File: config.mk
export PLATFORM = sky130hd
export DESIGN_NAME = register_file_scoreboard
export DESIGN_NICKNAME = d
export VERILOG_FILES = /design/src/rtl/register_file_scoreboard.sv
export SDC_FILE = /design/constraint.sdc
export NUM_CORES = 2
export LEC_CHECK = 0
export BUFFER_PORTS_ARGS = -buffer_cell sky130_fd_sc_hd__buf_2
export CAP_MARGIN = 20
export CORE_MARGIN = 2
export CORE_UTILIZATION = 63
export CTS_CLUSTER_DIAMETER = 100
export CTS_CLUSTER_SIZE = 16
export DETAILED_ROUTE_END_ITERATION = 12
export PLACE_DENSITY = 0.86
export SLEW_MARGIN = 5
export SYNTH_ARGS = -nofsm -noshare
export SYNTH_HDL_FRONTEND = slang
export SYNTH_SLANG_ARGS = --single-unit
export TNS_END_PERCENT = 30
File: constraint.sdc
create_clock -name clk -period 8.1 [get_ports clk]
set_input_delay 0 -clock clk [delete_from_list [all_inputs] [get_ports clk]]
set_output_delay 0 -clock clk [all_outputs]
set_load 0.01 [all_outputs]
File: src/rtl/register_file_scoreboard.sv
// RISC-V integer register file: two combinational read ports, one synchronous write port,
// optional write->read forwarding and a per-register busy scoreboard for hazard stalls.
module register_file_scoreboard #(
  parameter int  N        = 32,
  parameter int  NUM_REGS = 32,
  localparam int ADDR_W   = $clog2(NUM_REGS),
  parameter bit  BYPASS   = 1'b1
) (
  input  logic              clk,
  input  logic              rst,
  input  logic              wr_ena,
  input  logic [ADDR_W-1:0] wr_addr,
  input  logic [N-1:0]      wr_data,
  input  logic              rsv_ena,
  input  logic [ADDR_W-1:0] rsv_addr,
  input  logic [ADDR_W-1:0] rd_addr0,
  output logic [N-1:0]      rd_data0,
  output logic              rd_busy0,
  input  logic [ADDR_W-1:0] rd_addr1,
  output logic [N-1:0]      rd_data1,
  output logic              rd_busy1,
  output logic [ADDR_W:0]   pending
);

  // Interface contract: no valid/ready handshake. Strobes are acted on at every
  // rising edge they are high; the core stalls itself on rd_busy0 | rd_busy1.

  logic [N-1:0]        regs [NUM_REGS];
  logic [NUM_REGS-1:0] busy;
  logic [NUM_REGS-1:0] busy_next;
  logic [ADDR_W:0]     pending_next;
  logic                wr_live;
  logic                rsv_live;

  assign wr_live  = wr_ena && (wr_addr != '0);
  assign rsv_live = rsv_ena && (rsv_addr != '0);

  // Entry 0 is reset and never written, so it folds away to a constant zero.
  always_ff @(posedge clk) begin
    if (rst) begin
      for (int i = 0; i < NUM_REGS; i++) regs[i] <= '0;
    end else if (wr_live) begin
      regs[wr_addr] <= wr_data;
    end
  end

  // Clear-on-write first, then reserve, so a same-cycle reserve keeps the register busy.
  always_comb begin
    busy_next = busy;
    if (wr_live)  busy_next[wr_addr]  = 1'b0;
    if (rsv_live) busy_next[rsv_addr] = 1'b1;
    busy_next[0] = 1'b0;
  end

  always_comb begin
    pending_next = '0;
    for (int i = 1; i < NUM_REGS; i++) pending_next = pending_next + (ADDR_W+1)'(busy_next[i]);
  end

  always_ff @(posedge clk) begin
    if (rst) begin
      busy    <= '0;
      pending <= '0;
    end else begin
      busy    <= busy_next;
      pending <= pending_next;
    end
  end

  function automatic logic fwd_hit(input logic [ADDR_W-1:0] addr);
    return BYPASS && wr_ena && (wr_addr == addr);
  endfunction

  function automatic logic [N-1:0] read_data(input logic [ADDR_W-1:0] addr);
    if (addr == '0)    return '0;
    if (fwd_hit(addr)) return wr_data;
    return regs[addr];
  endfunction

  // A forwarded value is not a hazard unless a new writer reserves the same register now.
  function automatic logic read_busy(input logic [ADDR_W-1:0] addr);
    if (fwd_hit(addr) && !(rsv_ena && (rsv_addr == addr))) return 1'b0;
    return busy[addr];
  endfunction

  always_comb begin
    rd_data0 = read_data(rd_addr0);
    rd_data1 = read_data(rd_addr1);
    rd_busy0 = read_busy(rd_addr0);
    rd_busy1 = read_busy(rd_addr1);
  end

endmodule
Yosys cells after proc, flatten, opt, wreduce, memory -nomap -nowiden
Memory sizes are Yosys's and may differ from the RTL's.
Cells that the tools add are included.
W data, S select, Z words.
- add/subtract/negate cells: 30
- magnitude comparators: 6
- equality and inequality tests: 4
- muxes and demuxes: 38
- bitwise logic cells: 3
- reductions and logical operators: 17
- operators by type and width (cell ; number):
    $mux W32 ; 11
    $add A6 B1 Y6 ; 25
    $and A32 B32 Y32 ; 1
    $not A32 Y32 ; 1
    $or A32 B32 Y32 ; 1
    $reduce_or A32 Y1 ; 1
    $lt A5 B6 Y1 const B ; 4
    $mux W1 ; 22
    $eq A5 B5 Y1 ; 4
    $bmux W1 S5 ; 2
    $demux W1 S5 ; 2
    $ge A5 B1 Y1 const B ; 2
    $logic_and A1 B1 Y1 ; 10
    $logic_not A5 Y1 ; 2
    $reduce_bool A5 Y1 ; 2
    $add A5 B1 Y6 ; 1
    $add A4 B1 Y5 ; 1
    $mux W5 ; 1
    $add A3 B1 Y4 ; 1
    $add A2 B1 Y3 ; 1
    $add A1 B1 Y2 ; 1
    $logic_not A1 Y1 ; 2
- flip-flop bits (word level): 38
- bits in writable memories: 1024
- input port bits: 56
- output and inout bits: 72
- word-level logic and storage cells: 102
- memories: 1
- memory list (name ; words ; width ; read ports ; clocked after memory_dff ; write ports ; RTL line ; RTL):
    regs ; 32 ; 32 ; 2 ; 0 ; 32 ; 28 ; logic [N-1:0] regs [NUM_REGS];

Logic depth before layout (Yosys ltp)
- word-level depth: 39
- mapped depth: 24
- mapped depth without buffers: 21

Least setup slack after synthesis
No wires, ideal clock.
- path type: input to register
- start point: in wr_addr[4]
- end point: reg pending[4]
- library setup time: 128 ps
- arrival: 5687 ps
- data required time: 7972 ps
- slack: 2285 ps
- stages on the path: 20
- buffers on the path: 3
- cells stage by stage: clkbuf_1 > or3_1 > clkbuf_1 > and3_1 > clkbuf_1 > nand2_1 > a22oi_1 > fa_1 > fa_1 > fa_1 > inv_1 > fa_1 > fa_1 > fa_1 > fa_1 > fa_1 > a21o_1 > a21oi_1 > xor2_1 > nor2_1
- cells in the longest elaborated chain, start to end: 39
- elaborated cells on any way between the ends: 42
- classes of those cells: 30 x add/sub; 2 x order compare; 4 x mux; 3 x bitwise; 3 x reduce/logical
- ends and longest elaborated chain (item ; RTL line ; RTL):
    start: declaration ; 12 ; input logic [ADDR_W-1:0] wr_addr,
    $lt A5 B6 Y1 (implied by the code) / $ge A5 B1 Y1 (equally long branches) ; 50 ; if (wr_live) busy_next[wr_addr] = 1'b0;
    $logic_and A1 B1 Y1 (implied by the code) ; 50 ;
    $mux W1 (implied by the code) ; 50 ;
    $demux W1 S5 ; 50 ;
    $not A32 Y32 (no line) ; -- ;
    $and A32 B32 Y32 (no line) ; -- ;
    $mux W32 (*) ; 50 ;
    $or A32 B32 Y32 (no line) ; -- ;
    $mux W32 (*) ; 51 ; if (rsv_live) busy_next[rsv_addr] = 1'b1;
    $add A1 B1 Y2 ; 57 ; for (int i = 1; i < NUM_REGS; i++) pending_next = pending_next + (ADDR_W+1)'(busy_next[i]);
    $add A2 B1 Y3 ; 57 ;
    $add A3 B1 Y4 ; 57 ;
    $add A4 B1 Y5 ; 57 ;
    $add A5 B1 Y6 ; 57 ;
    $add A6 B1 Y6 (24 in series) ; 57 ;
    $add A6 B1 Y6 (*) ; 57 ;
    end signal: assignment ; 66 ; pending <= pending_next;
    end: declaration ; 22 ; output logic [ADDR_W:0] pending
Every way passes the cells marked *; elsewhere a longest branch is shown, timed or not.
A chain may end at the register's enable or synchronous reset.

Worst setup path after layout
- start point: in wr_ena
- end point: reg pending[4]
- cells in the longest elaborated chain, start to end: 34
- ends and longest elaborated chain (item ; RTL line ; RTL):
    start: declaration ; 11 ; input logic wr_ena,
    $logic_and A1 B1 Y1 (*) ; 35 ; assign wr_live = wr_ena && (wr_addr != '0);
    $mux W32 (*) ; 50 ;
    $or A32 B32 Y32 (no line) ; -- ;
    $mux W32 (*) ; 51 ;
    $add A1 B1 Y2 ; 57 ;
    $add A2 B1 Y3 ; 57 ;
    $add A3 B1 Y4 ; 57 ;
    $add A4 B1 Y5 ; 57 ;
    $add A5 B1 Y6 ; 57 ;
    $add A6 B1 Y6 (24 in series) ; 57 ;
    $add A6 B1 Y6 (*) ; 57 ;
Marks and branches as above.

==> metrics <==
DR WL/cell 37.32 um; outcome finished clean; #FFs+latches synth 1,061; worst-margin pin slew 1.298 ns; Compound-Gate Fraction of Synth Area 5.557%; P&R area growth vs syn 6.578%; DRT antenna net count 0; area leader, netlist edfxtp_1; Cell variety after synth 72; Post-Syn Area 0.05843 mm^2; top cells by instance count after synthesis 1,024 x edfxtp_1, 967 x and2_1, 431 x mux4_2; Synth area leaders edfxtp_1 53%, mux4_2 17%, and2_1 10%; residual DRC count 0; main combinational cell family by area after synthesis multiplexers; TritonCTS clock tree done; Cells after Synth 4,150; Bufs on Longest Clock Path 3; crit-path cells dlygate4sd3_1 > buf_2 > nand2_1 > nor2_1 > nand2_1 > a22oi_1 > fa_1 > fa_1 > fa_1 > inv_1 > fa_1 > fa_1 > fa_1 > fa_1 > fa_1 > a21o_1 > a21oi_1 > xor2_1 > nor2_1; DP HPWL 112,300 um; post-synthesis mux area share 20.99%; Post-DP Area 0.05977 mm^2; fmax 0.1626 GHz; utilization after layout 67.84%; CP required 8.62 ns; sequential share of the synthesized area 53.89%; final hold violations 0; Port Buf Inserts 127; Die Wd 308.6 um; first drt pass iteration count 7; TNS Setup 0 ns; standard-cell rows 111; WL final 200,600 um; Core ar. 0.09180 mm^2; most used cell, CP fa_1; Total GRT Usage 42.24%; Die Span Y 308.6 um; CP max stage cell nor2_1; Pleak 0.02178 uW; min Tclk post-route 6.149 ns; Syn. warnings 0; design area 0.06228 mm^2; most instantiated library cell after synthesis edfxtp_1; final number of setup-violating endpoints 0; Post-synth ARST share 0%; initial antenna violation count 21; worst vdd ir 0.2138 mV; Clk pin slew, worst setup/hold paths 0.08 ns; Skew-Pair Late Insertion Delay 0.68 ns; share of cells above drive strength 1 21.90%; largest net degree at the start of global routing 114; unrepaired setup endpoints after global routing no; Synth top area share 52.62%; I/O pin cnt 128; vias in the first global route 40.66k; CP Data Arrival Time 6.67 ns; final period utilization 75.91%; Initial Util 63.65%; HP Class in -> reg; max incr delay on CP 0.59 ns; root buffer cell clkbuf_16; grt total ovfl 0; Simple-Gate Fraction of Synth Area 14.31%; routability cong. 0.9778; crit end category register; fraction of the mapped netlist area in adder cells 0.9379%; CTS resizes 0; CP Max Fanout 11; syn avg cell area 14.08 um^2; post-synthesis xor/xnor area fraction 0.3298%; clk sink count 1,061; Slew headroom 13.24%; DRT iter0 DRCs 8,933; Pwr Density 191.7 mW/mm^2; final net count 4,186; Vias/cell 7.696; die area 0.09520 mm^2; Max H-tree Level 3; WS Path Type in -> reg; Setup WS pre-CTS 1.710 ns; critical path startpoint category input pin; # Max-Cap Violations 0; CTS Buf Count 76; Worst Slack Setup Final 1.951 ns; vias post-DR 41.37k; first-pass GRT wire length 282,100 um; Synth Flop Type edfxtp_1; Fin Hold WS 0.01251 ns; max-slew violations 0; Final Skew 0.02460 ns; Post-synth EDFFs 1,024
## where the power goes
group          switching (uW)  internal, uW
clock                    1950          1720
combinational            1110           683
sequential                161          6310
total                    3220          8720
## cell usage in the layout (no fill, tap or decap), types with 30 or more instances in the layout
cell       netlist  layout
a21oi_1         33      33
a221o_1         36      36
a221oi_1        52      52
a22oi_1         33      33
and2_1         967     967
buf_2           56     120
buf_4           24     118
clkbuf_16        0      76
conb_1           1      32
dfxtp_1         37      37
edfxtp_1      1024    1024
inv_1           30      30
mux2_2          46      46
mux2i_1        204     204
mux4_2         431     431
nand2_1        115     115
nand3_1         41      40
nor2_1         116      84
nor2_2           0      32
nor3_1          64      64
o21ai_0         63      62
o22ai_1         83      83
## stage by stage
step	std cells	power (uW)
floorplan	4181	7614
global placement	5234	8200
detailed placement	5234	8262
CTS	5357	11790
global route	5362	12130
finish	5375	11940
## cell families after synthesis
| family | Yosys count |
|---|---|
| AO/OA/AOI/OAI | 444 |
| XOR/XNOR | 22 |
| adder cells (fa/ha/maj) | 30 |
| buffers and inverters | 472 |
| flip-flops | 1061 |
| multiplexers | 681 |
| other | 1 |
| AND/OR/NAND/NOR | 1439 |
## flip-flops by register name (all words and copies together), names as in the netlist
name	cells
regs	1024
busy	31
pending	6
## per-layer routing
layer  global-route usage [%]  wire, um  vias up
met5                   0.7078       190        -
met4                    30.09     18470       18
met3                    17.66     35650     1158
met2                    60.27     85190     4670
met1                    52.17     61070    19870
li1                         -         -    15650
## critical path, delay by kind of cell
| family | cells | cell delay [ns] |
|---|---|---|
| AO/OA/AOI/OAI | 3 | 0.72 |
| XOR/XNOR | 1 | 0.17 |
| adder cells (fa/ha/maj) | 8 | 3.93 |
| buffers and inverters | 3 | 0.82 |
| AND/OR/NAND/NOR | 4 | 1.02 |
## layout make-up
class / instances / area (um^2)
sequential: 1061 / 31490
fill: 6056 / 29530
multi-input combinational: 2648 / 24940
timing repair buffer: 279 / 2021
clock buffer: 87 / 1943
tap: 1243 / 1555
clock inverter: 9 / 162.7
inverter: 34 / 128.9
antenna: 14 / 35.03
## what timing repair did
action                    in CTS  in global routing
hold buffers                  27                  0
hold endpoints to repair     343                  0
setup buffers                  0                  0
## worst paths after layout
kind	cells after the start	slack (ns)	end	from
min reg2reg	2	0.60	busy[28]$_SDFF_PP0_	busy[28]$_SDFF_PP0_
max	19	1.95	pending[4]$_SDFF_PP0_	wr_ena
min	2	0.01	regs[27][6]$_SDFFCE_PN0P_	wr_data[6]
max reg2reg	14	2.66	pending[4]$_SDFF_PP0_	busy[24]$_SDFF_PP0_
Note: power is estimated with default switching activity, not from simulation.
